### config.mk
export PLATFORM = sky130hd
export DESIGN_NAME = lsu_store_drain
export DESIGN_NICKNAME = d
export VERILOG_FILES = /design/src/rtl/lsu_store_drain.sv
export SDC_FILE = /design/constraint.sdc
export NUM_CORES = 1
export LEC_CHECK = 0
export CORE_UTILIZATION = 40
export DETAILED_ROUTE_END_ITERATION = 10
export PLACE_DENSITY_LB_ADDON = 0.25
export SYNTH_ARGS = -nofsm -noshare
export SYNTH_HDL_FRONTEND = slang
export SYNTH_SLANG_ARGS = --single-unit
### constraint.sdc
create_clock -name i_Clk -period 2.6 [get_ports i_Clk]
set_clock_uncertainty 0.2 [all_clocks]
set_input_delay 0.52 -clock i_Clk [delete_from_list [all_inputs] [get_ports i_Clk]]
set_output_delay 0.52 -clock i_Clk [all_outputs]
set_load 0.03 [all_outputs]
### src/rtl/lsu_store_drain.sv
// Store-FIFO drain: issues one memory write per head entry, pops it once the write completes,
// retries errored/timed-out writes, and absorbs FIFO flushes while a write is in flight.
module lsu_store_drain #(
    parameter int ADDRW    = 32,
    parameter int DATAW    = 32,
    parameter int MAXRETRY = 2,
    parameter int TIMEOUT  = 255
) (
    input  logic                           i_Clk,
    input  logic                           i_Rest,
    input  logic                           i_FifoEmpty,
    input  logic [ADDRW+DATAW+DATAW/8-1:0] i_FifoPreOut,
    output logic                           o_Rable,
    input  logic                           i_Flush,
    output logic                           o_ReqValid,
    input  logic                           i_ReqReady,
    output logic [ADDRW-1:0]               o_ReqAddr,
    output logic [DATAW-1:0]               o_ReqData,
    output logic [DATAW/8-1:0]             o_ReqStrb,
    input  logic                           i_RespValid,
    input  logic                           i_RespErr,
    output logic                           o_Busy,
    output logic                           o_ErrSticky,
    output logic [ADDRW-1:0]               o_ErrAddr,
    output logic [15:0]                    o_DoneCnt
);

    localparam int STRBW  = DATAW / 8;
    localparam int ENTRYW = ADDRW + DATAW + STRBW;

    typedef enum logic [2:0] {
        S_IDLE,
        S_REQ,
        S_WAIT,
        S_POP,
        S_FLWAIT
    } state_t;

    state_t             r_state;
    state_t             w_next;
    logic [ADDRW-1:0]   r_addr;
    logic [DATAW-1:0]   r_data;
    logic [STRBW-1:0]   r_strb;
    logic [2:0]         r_retry;
    logic [9:0]         r_tmo;
    logic               r_errs;
    logic [ADDRW-1:0]   r_erra;
    logic [15:0]        r_done;

    logic               w_start;
    logic               w_acc;
    logic               w_tmo_hit;
    logic               w_ok;
    logic               w_err;
    logic               w_can_retry;
    logic [ADDRW-1:0]   w_head_addr;
    logic [DATAW-1:0]   w_head_data;
    logic [STRBW-1:0]   w_head_strb;

    assign w_head_addr = i_FifoPreOut[ENTRYW-1 -: ADDRW];
    assign w_head_data = i_FifoPreOut[STRBW +: DATAW];
    assign w_head_strb = i_FifoPreOut[STRBW-1:0];

    assign w_start     = !i_FifoEmpty && !i_Flush;
    assign w_acc       = (r_state == S_REQ) && i_ReqReady;
    assign w_tmo_hit   = (r_tmo == 10'(TIMEOUT));
    assign w_ok        = i_RespValid && !i_RespErr;
    // A silent memory is treated exactly like an error response.
    assign w_err       = (i_RespValid && i_RespErr) || w_tmo_hit;
    assign w_can_retry = (r_retry < 3'(MAXRETRY));

    always_comb begin
        w_next = r_state;
        case (r_state)
            S_IDLE:   if (w_start) w_next = S_REQ;
            S_REQ: begin
                if (i_Flush)    w_next = w_acc ? S_FLWAIT : S_IDLE;
                else if (w_acc) w_next = S_WAIT;
            end
            S_WAIT: begin
                // A response landing in the flush cycle closes the abandoned write outright.
                if (i_Flush)    w_next = i_RespValid ? S_IDLE : S_FLWAIT;
                else if (w_ok)  w_next = S_POP;
                else if (w_err) w_next = w_can_retry ? S_REQ : S_POP;
            end
            S_POP:    w_next = S_IDLE;
            S_FLWAIT: if (i_RespValid || w_tmo_hit) w_next = S_IDLE;
            default:  w_next = S_IDLE;
        endcase
    end

    always_ff @(posedge i_Clk) begin
        if (i_Rest) begin
            r_state <= S_IDLE;
            r_addr  <= '0;
            r_data  <= '0;
            r_strb  <= '0;
            r_retry <= '0;
            r_tmo   <= '0;
            r_errs  <= 1'b0;
            r_erra  <= '0;
            r_done  <= '0;
        end else begin
            r_state <= w_next;
            case (r_state)
                S_IDLE: begin
                    if (w_start) begin
                        r_addr  <= w_head_addr;
                        r_data  <= w_head_data;
                        r_strb  <= w_head_strb;
                        r_retry <= '0;
                    end
                end
                S_REQ: begin
                    if (w_acc) r_tmo <= '0;
                end
                S_WAIT: begin
                    if (!w_tmo_hit) r_tmo <= r_tmo + 10'd1;
                    if (i_Flush) begin
                        r_tmo <= '0;
                    end else if (w_ok) begin
                        r_done <= r_done + 16'd1;
                    end else if (w_err) begin
                        if (w_can_retry) begin
                            r_retry <= r_retry + 3'd1;
                        end else if (!r_errs) begin
                            r_errs <= 1'b1;
                            r_erra <= r_addr;
                        end
                    end
                end
                S_FLWAIT: begin
                    if (!w_tmo_hit) r_tmo <= r_tmo + 10'd1;
                end
                default: ;
            endcase
        end
    end

    assign o_Rable     = (r_state == S_POP);
    assign o_ReqValid  = (r_state == S_REQ);
    assign o_Busy      = (r_state != S_IDLE);
    assign o_ReqAddr   = r_addr;
    assign o_ReqData   = r_data;
    assign o_ReqStrb   = r_strb;
    assign o_ErrSticky = r_errs;
    assign o_ErrAddr   = r_erra;
    assign o_DoneCnt   = r_done;

endmodule

==> reports/metrics.cfg, run 1 <==
[final_layout]
drive_gt1_share_pct = 7.11
mostFrequentLayoutCells = nand2_1 (212), clkdlybuf4s50_1 (190), dfxtp_1 (133)
antennaDiodeCount = 0
multi_input_area_um2 = 2470
syn2layout_area_growth_pct = 54.1
nets = 924
n_fill_cell = 1080
final_util_pct = 64.2
final_common_cell = nand2_1
seq_area_um2 = 2660

[clock_network]
cts_buffer_depth = 2
cts-root-buf = clkbuf_16
cts.clk_slew.worst_paths_ns = 0.05
ctsHtreeMaxLevel = 4
cts_tree = done
clkSinkCount = 133
cts_made_buffers = 17
worstSkewPairLatency_ns = 0.41
postCtsSetupBuffers = 0
cts_resized = 1
ctsHoldBuffers = 0

[detailed_routing]
top_layer_used = met4
wl_met2_um = 7400
first_pass_iters = 4
drt_iter0_markers = 413
wl_um = 15200
avgRoutedWirePerCell_um = 14.8
vias = 5297
drc = 0
wl_met3_um = 960
wl_met1_um = 6480
via_per_inst = 5.14
ant_nets = 0

[timing]
tightest_slew_ns = 0.793
post-route-period-util_pct = 94.2
rsz0062_at_grt = false
slew_headroom_pct = 47.1
period_minus_slack_ns = 2.45
hold_violations = 0
setup-violations-final = 0
final_max_slew_viol_count = 0
clock.fmax_ghz = 0.408
hold-worst-slack_ns = 0.253
tns_ns = 0

[yosys]
ys_seq_area_share_pct = 49.9
syn_area_um2 = 5340
synth-seq-cells = 133
synthDistinctLibCells = 52
synth_nets = 732
ys_async_sr_fraction_pct = 0
syn_inst = 654
ys.flop_type = dfxtp_1
synth_edf_count = 0
synth.yosys.warnings = 0
avgSynthCellArea_um2 = 8.17

[worst_setup_path]
critPathMaxFanout = 32
r2r_cells = 6
arrival_ns = 2.58
critical_path_class = reg -> reg
max_stage_delay_ns = 0.51
end_kind = flop
cp-start-kind = flop
worstPathRequired_ns = 2.74
slowest_stage = o41a_1
worstPathCellList = ha_1 > inv_1 > o41a_1 > nor4_4 > buf_12 > mux2i_1

[die]
die_area_um2 = 13800
io_pins = 195
start_util_pct = 41.6
core_um2 = 12800
dieWidth_um = 118
num_rows = 41
die_h_um = 118

[hold_path]
holdPathStages = 2
hold_path_class = reg -> reg

[place]
gp_congestion = 0.834
dp_hpwl_um = 10600
numPortBuffers = 194

[job]
drv_cap = 0

[global_routing]
grt_use_total_pct = 22.3
grt_overflow = 0
grt_antenna_before_repair = 0
grt_max_degree = 75
grt_pass1_wl_um = 24800
grt_pass1_vias = 5063

[power]
powerDensity_nw_per_um2 = 661
power_mw = 5.44
p_leak_nw = 2.85
ir_worst_vdd_v = 0.000441

[outcome]
status = finished clean

## final cells by class
type / instances / area share, %
well taps: 172 / 2.62
clock inverters: 8 / 2.08
inverters: 11 / 0.502
multi-input cells: 466 / 30.0
repair buffers: 217 / 26.6
clock buffers: 23 / 5.81
flip-flops and latches: 133 / 32.4
## where the power goes
group,internal [mW],leakage (nW),switching (mW)
Clock,1.77,0.313,0.849
Combinational,0.297,1.46,0.369
Sequential,2.11,1.08,0.0442
## synth_stat cells, types with 2 or more instances
library cell	number	share of area, %
nand2_1	213	15
dfxtp_1	133	50
a21oi_1	90	8.4
clkbuf_1	37	2.6
mux2i_1	32	6.0
nor2_1	14	0.98
nand3_1	12	1.1
inv_1	11	0.77
nand4_1	9	1.1
o21ai_0	9	0.84
or4_1	9	1.3
nor3_1	8	0.75
or3_1	8	0.94
o31ai_1	7	0.98
xor2_1	6	0.98
buf_2	5	0.47
nand2b_1	5	0.59
ha_1	3	0.70
xnor2_1	3	0.49
and3_1	2	0.23
and4_1	2	0.33
nand3b_1	2	0.28
nor4_1	2	0.23
o21a_1	2	0.28
o21ai_1	2	0.19
or2_2	2	0.23
## per-layer routing
| layer | global-route usage [%] | up-vias |
|---|---|---|
| li1 | - | 2606 |
| met1 | 25.9 | 2478 |
| met2 | 38.4 | 182 |
| met3 | 6.40 | 31 |
| met4 | 9.29 | 0 |
| met5 | 0 | - |
## path summary, 6_finish.rpt
check | startpoint | end | slack, ns
worst max-delay path | r_tmo[1] | o_ErrAddr[12] | 0.15
worst min-delay path | o_ReqStrb[1] | o_ReqStrb[1] | 0.25
worst max register to register | r_tmo[1] | o_ErrAddr[12] | 0.15
worst min register to register | o_ReqStrb[1] | o_ReqStrb[1] | 0.25
## critical path: cells and delay by family, from the launching register on
kind | cells | cell delay (ns)
compound gates | 1 | 0.51
mux | 1 | 0.24
fa+ha+maj | 1 | 0.29
buf+inv | 2 | 0.39
flops | 1 | 0.41
simple gates | 1 | 0.32
## logic make-up after synthesis
kind of cell    share of synthesized area (%)
simple gates                             24.8
flops                                    49.9
compound gates                           13.0
mux                                      6.00
xor+xnor                                 1.48
buf+inv                                  4.12
fa+ha+maj                               0.703
## flip-flops by register name (all words and copies together), names as in the netlist
name	flops
r_state	3
r_tmo	10
r_retry	3
o_ReqStrb	4
o_ReqData	32
o_ReqAddr	32
o_ErrSticky	1
o_ErrAddr	32
o_DoneCnt	16
## through the flow
stage                     std cells  cell area, µm²  setup WS [ns]
final                          1030            8230          0.152
after global routing           1030            8230         0.0183
after CTS                      1030            8220         0.0110
after detailed placement        999            7580         -0.233
after global placement          999            7580         -0.189
after floorplan                 654            5340       0.000393
Power figures use the tool's default switching activity.
==> inputs of run 2 (changes only) <==
Settings changed: CORE_ASPECT_RATIO from default to 2, GPL_ROUTABILITY_DRIVEN from default to 0, SKIP_CTS_REPAIR_TIMING from default to 1.
==> reports/metrics.cfg, run 2 (synthesis results as in run 1) <==
[outcome]
status = finished clean

[global_routing]
grt_pass1_vias = 5126  ; +1.2%
grt_overflow = 0  ; unchanged
grt_antenna_before_repair = 0  ; unchanged
grt_pass1_wl_um = 24600  ; -0.61%
grt_max_degree = 65  ; -13%
grt_use_total_pct = 22.1  ; -0.25 points

[die]
core_um2 = 13000  ; +1.3%
die_area_um2 = 13800  ; +0.20%
die_h_um = 165  ; +41%
dieWidth_um = 83.7  ; -29%
num_rows = 59  ; +44%
io_pins = 195  ; unchanged
start_util_pct = 41.1  ; -0.54 points

[timing]
period_minus_slack_ns = 2.50  ; +0.0555 ns
hold_violations = 0  ; unchanged
slew_headroom_pct = 60.2  ; +13 points
clock.fmax_ghz = 0.399  ; -2.2%
final_max_slew_viol_count = 0  ; unchanged
tns_ns = 0  ; unchanged
tightest_slew_ns = 0.589  ; -0.204 ns
setup-violations-final = 0  ; unchanged
rsz0062_at_grt = false
post-route-period-util_pct = 96.3  ; +2.1 points

[clock_network]
cts_tree = done
cts-root-buf = clkbuf_16
cts_made_buffers = 17  ; unchanged
worstSkewPairLatency_ns = 0.41  ; about the same
cts_buffer_depth = 2  ; unchanged
ctsHtreeMaxLevel = 4  ; unchanged
clkSinkCount = 133  ; unchanged
cts.clk_slew.worst_paths_ns = 0.06  ; about the same

[final_layout]
syn2layout_area_growth_pct = 53.5
nets = 925  ; +0.11%
drive_gt1_share_pct = 7.67  ; +0.56 points
mostFrequentLayoutCells = nand2_1 (212), clkdlybuf4s50_1 (191), dfxtp_1 (133)
final_common_cell = nand2_1
final_area_um2 = 8200  ; -0.41%
antennaDiodeCount = 0  ; unchanged
final_util_pct = 63.1  ; -1.1 points

[power]
p_leak_nw = 2.84  ; -0.54%
powerDensity_nw_per_um2 = 646  ; -2.3%
ir_worst_vdd_v = 0.000474  ; +7.4%
power_mw = 5.29  ; -2.7%

[detailed_routing]
avgRoutedWirePerCell_um = 15.5  ; +5.0%
ant_nets = 0  ; unchanged
drt_iter0_markers = 235  ; -43%
wl_um = 15700  ; +3.2%
via_per_inst = 5.26  ; +2.2%
drc = 0  ; unchanged
vias = 5321  ; +0.45%
first_pass_iters = 6  ; +2

[worst_setup_path]
path_buf_inv = 2  ; unchanged
arrival_ns = 1.78  ; -0.80 ns
critical-path-top-delay-family = buffers and inverters
critical_path_class = reg -> out
worstPathCellList = buf_4 > and3b_1 > clkdlybuf4s50_1
slowest_stage = clkdlybuf4s50_1
worstPathRequired_ns = 1.88  ; -0.86 ns
end_kind = output pin
critPathMaxFanout = 14  ; -56%
cp-start-kind = flop
max_stage_delay_ns = 0.67  ; +0.16 ns

[hold_path]
hold_path_class = reg -> reg

[place]
numPortBuffers = 194  ; unchanged
dp_hpwl_um = 11100  ; +4.8%
place_area_um2 = 7560  ; -0.20%

[job]
drv_cap = 0  ; unchanged

## run 2: cell types whose count changed in the layout (fill, tap and decap cells not counted)
cell and delta:
clkbuf_8 -1, dlygate4sd2_1 -1, clkbuf_1 -3, bufinv_16 -3, clkinvlp_4 +2, buf_4 -2, buf_6 +1, inv_8 +3
clkinv_2 -1, buf_2 +1, clkdlybuf4s50_1 +1, clkbuf_16 +1, inv_6 +4
## run 2: path summary, 6_finish.rpt
path	to	slack, ns	cells past startpoint	start
worst min-delay path	o_ErrAddr[24]	0.25	2	o_ErrAddr[24]
worst max-delay path	o_Rable	0.1	3	r_state[0]
worst min register to register	o_ErrAddr[24]	0.25	2	o_ErrAddr[24]
worst max register to register	r_retry[1]	0.15	5	r_tmo[0]
## run 2: metrics by stage
step | hold slack (ns) | worst slack, ns | cells
2_1_floorplan | 0.264 | 0.000393 | 654
3_3_place_gp | 0.241 | -0.225 | 979
3_5_place_dp | 0.246 | -0.273 | 979
4_1_cts | 0.257 | -0.104 | 1011
5_1_grt | 0.270 | 0.0157 | 1012
6_report | 0.252 | 0.0961 | 1012
## run 2: cell type report
class / instances / area, µm²
clock inverter: 13 / 160
fill: 1084 / 4800
sequential: 133 / 2660
multi-input combinational: 466 / 2470
inverter: 11 / 41.3
timing repair buffer: 218 / 2220
tap: 152 / 190
clock buffer: 19 / 453
## run 2: worst min-delay path: stages (launching register included)
cell and delay [ns]:
dfxtp_1 0.30, nand2_1 0.05, mux2i_1 0.05
## run 2: power breakdown
part / total, mW / internal (mW) / switching, mW / leakage [nW]
clock: 2.47 / 1.50 / 0.974 / 0.293
sequential: 2.15 / 2.10 / 0.0426 / 1.08
combinational: 0.674 / 0.301 / 0.373 / 1.47
## run 2: routing by layer
layer  part of all wire, %  wire [µm]  vias up  global-route usage (%)
met2                    55       8610      163                    41.1
met1                    38       6020     2517                    23.3
met4                   2.6        414        0                    10.6
met3                   4.3        677       33                    4.67
li1                      -          -     2608                       -
met5                     0          0        -                       0
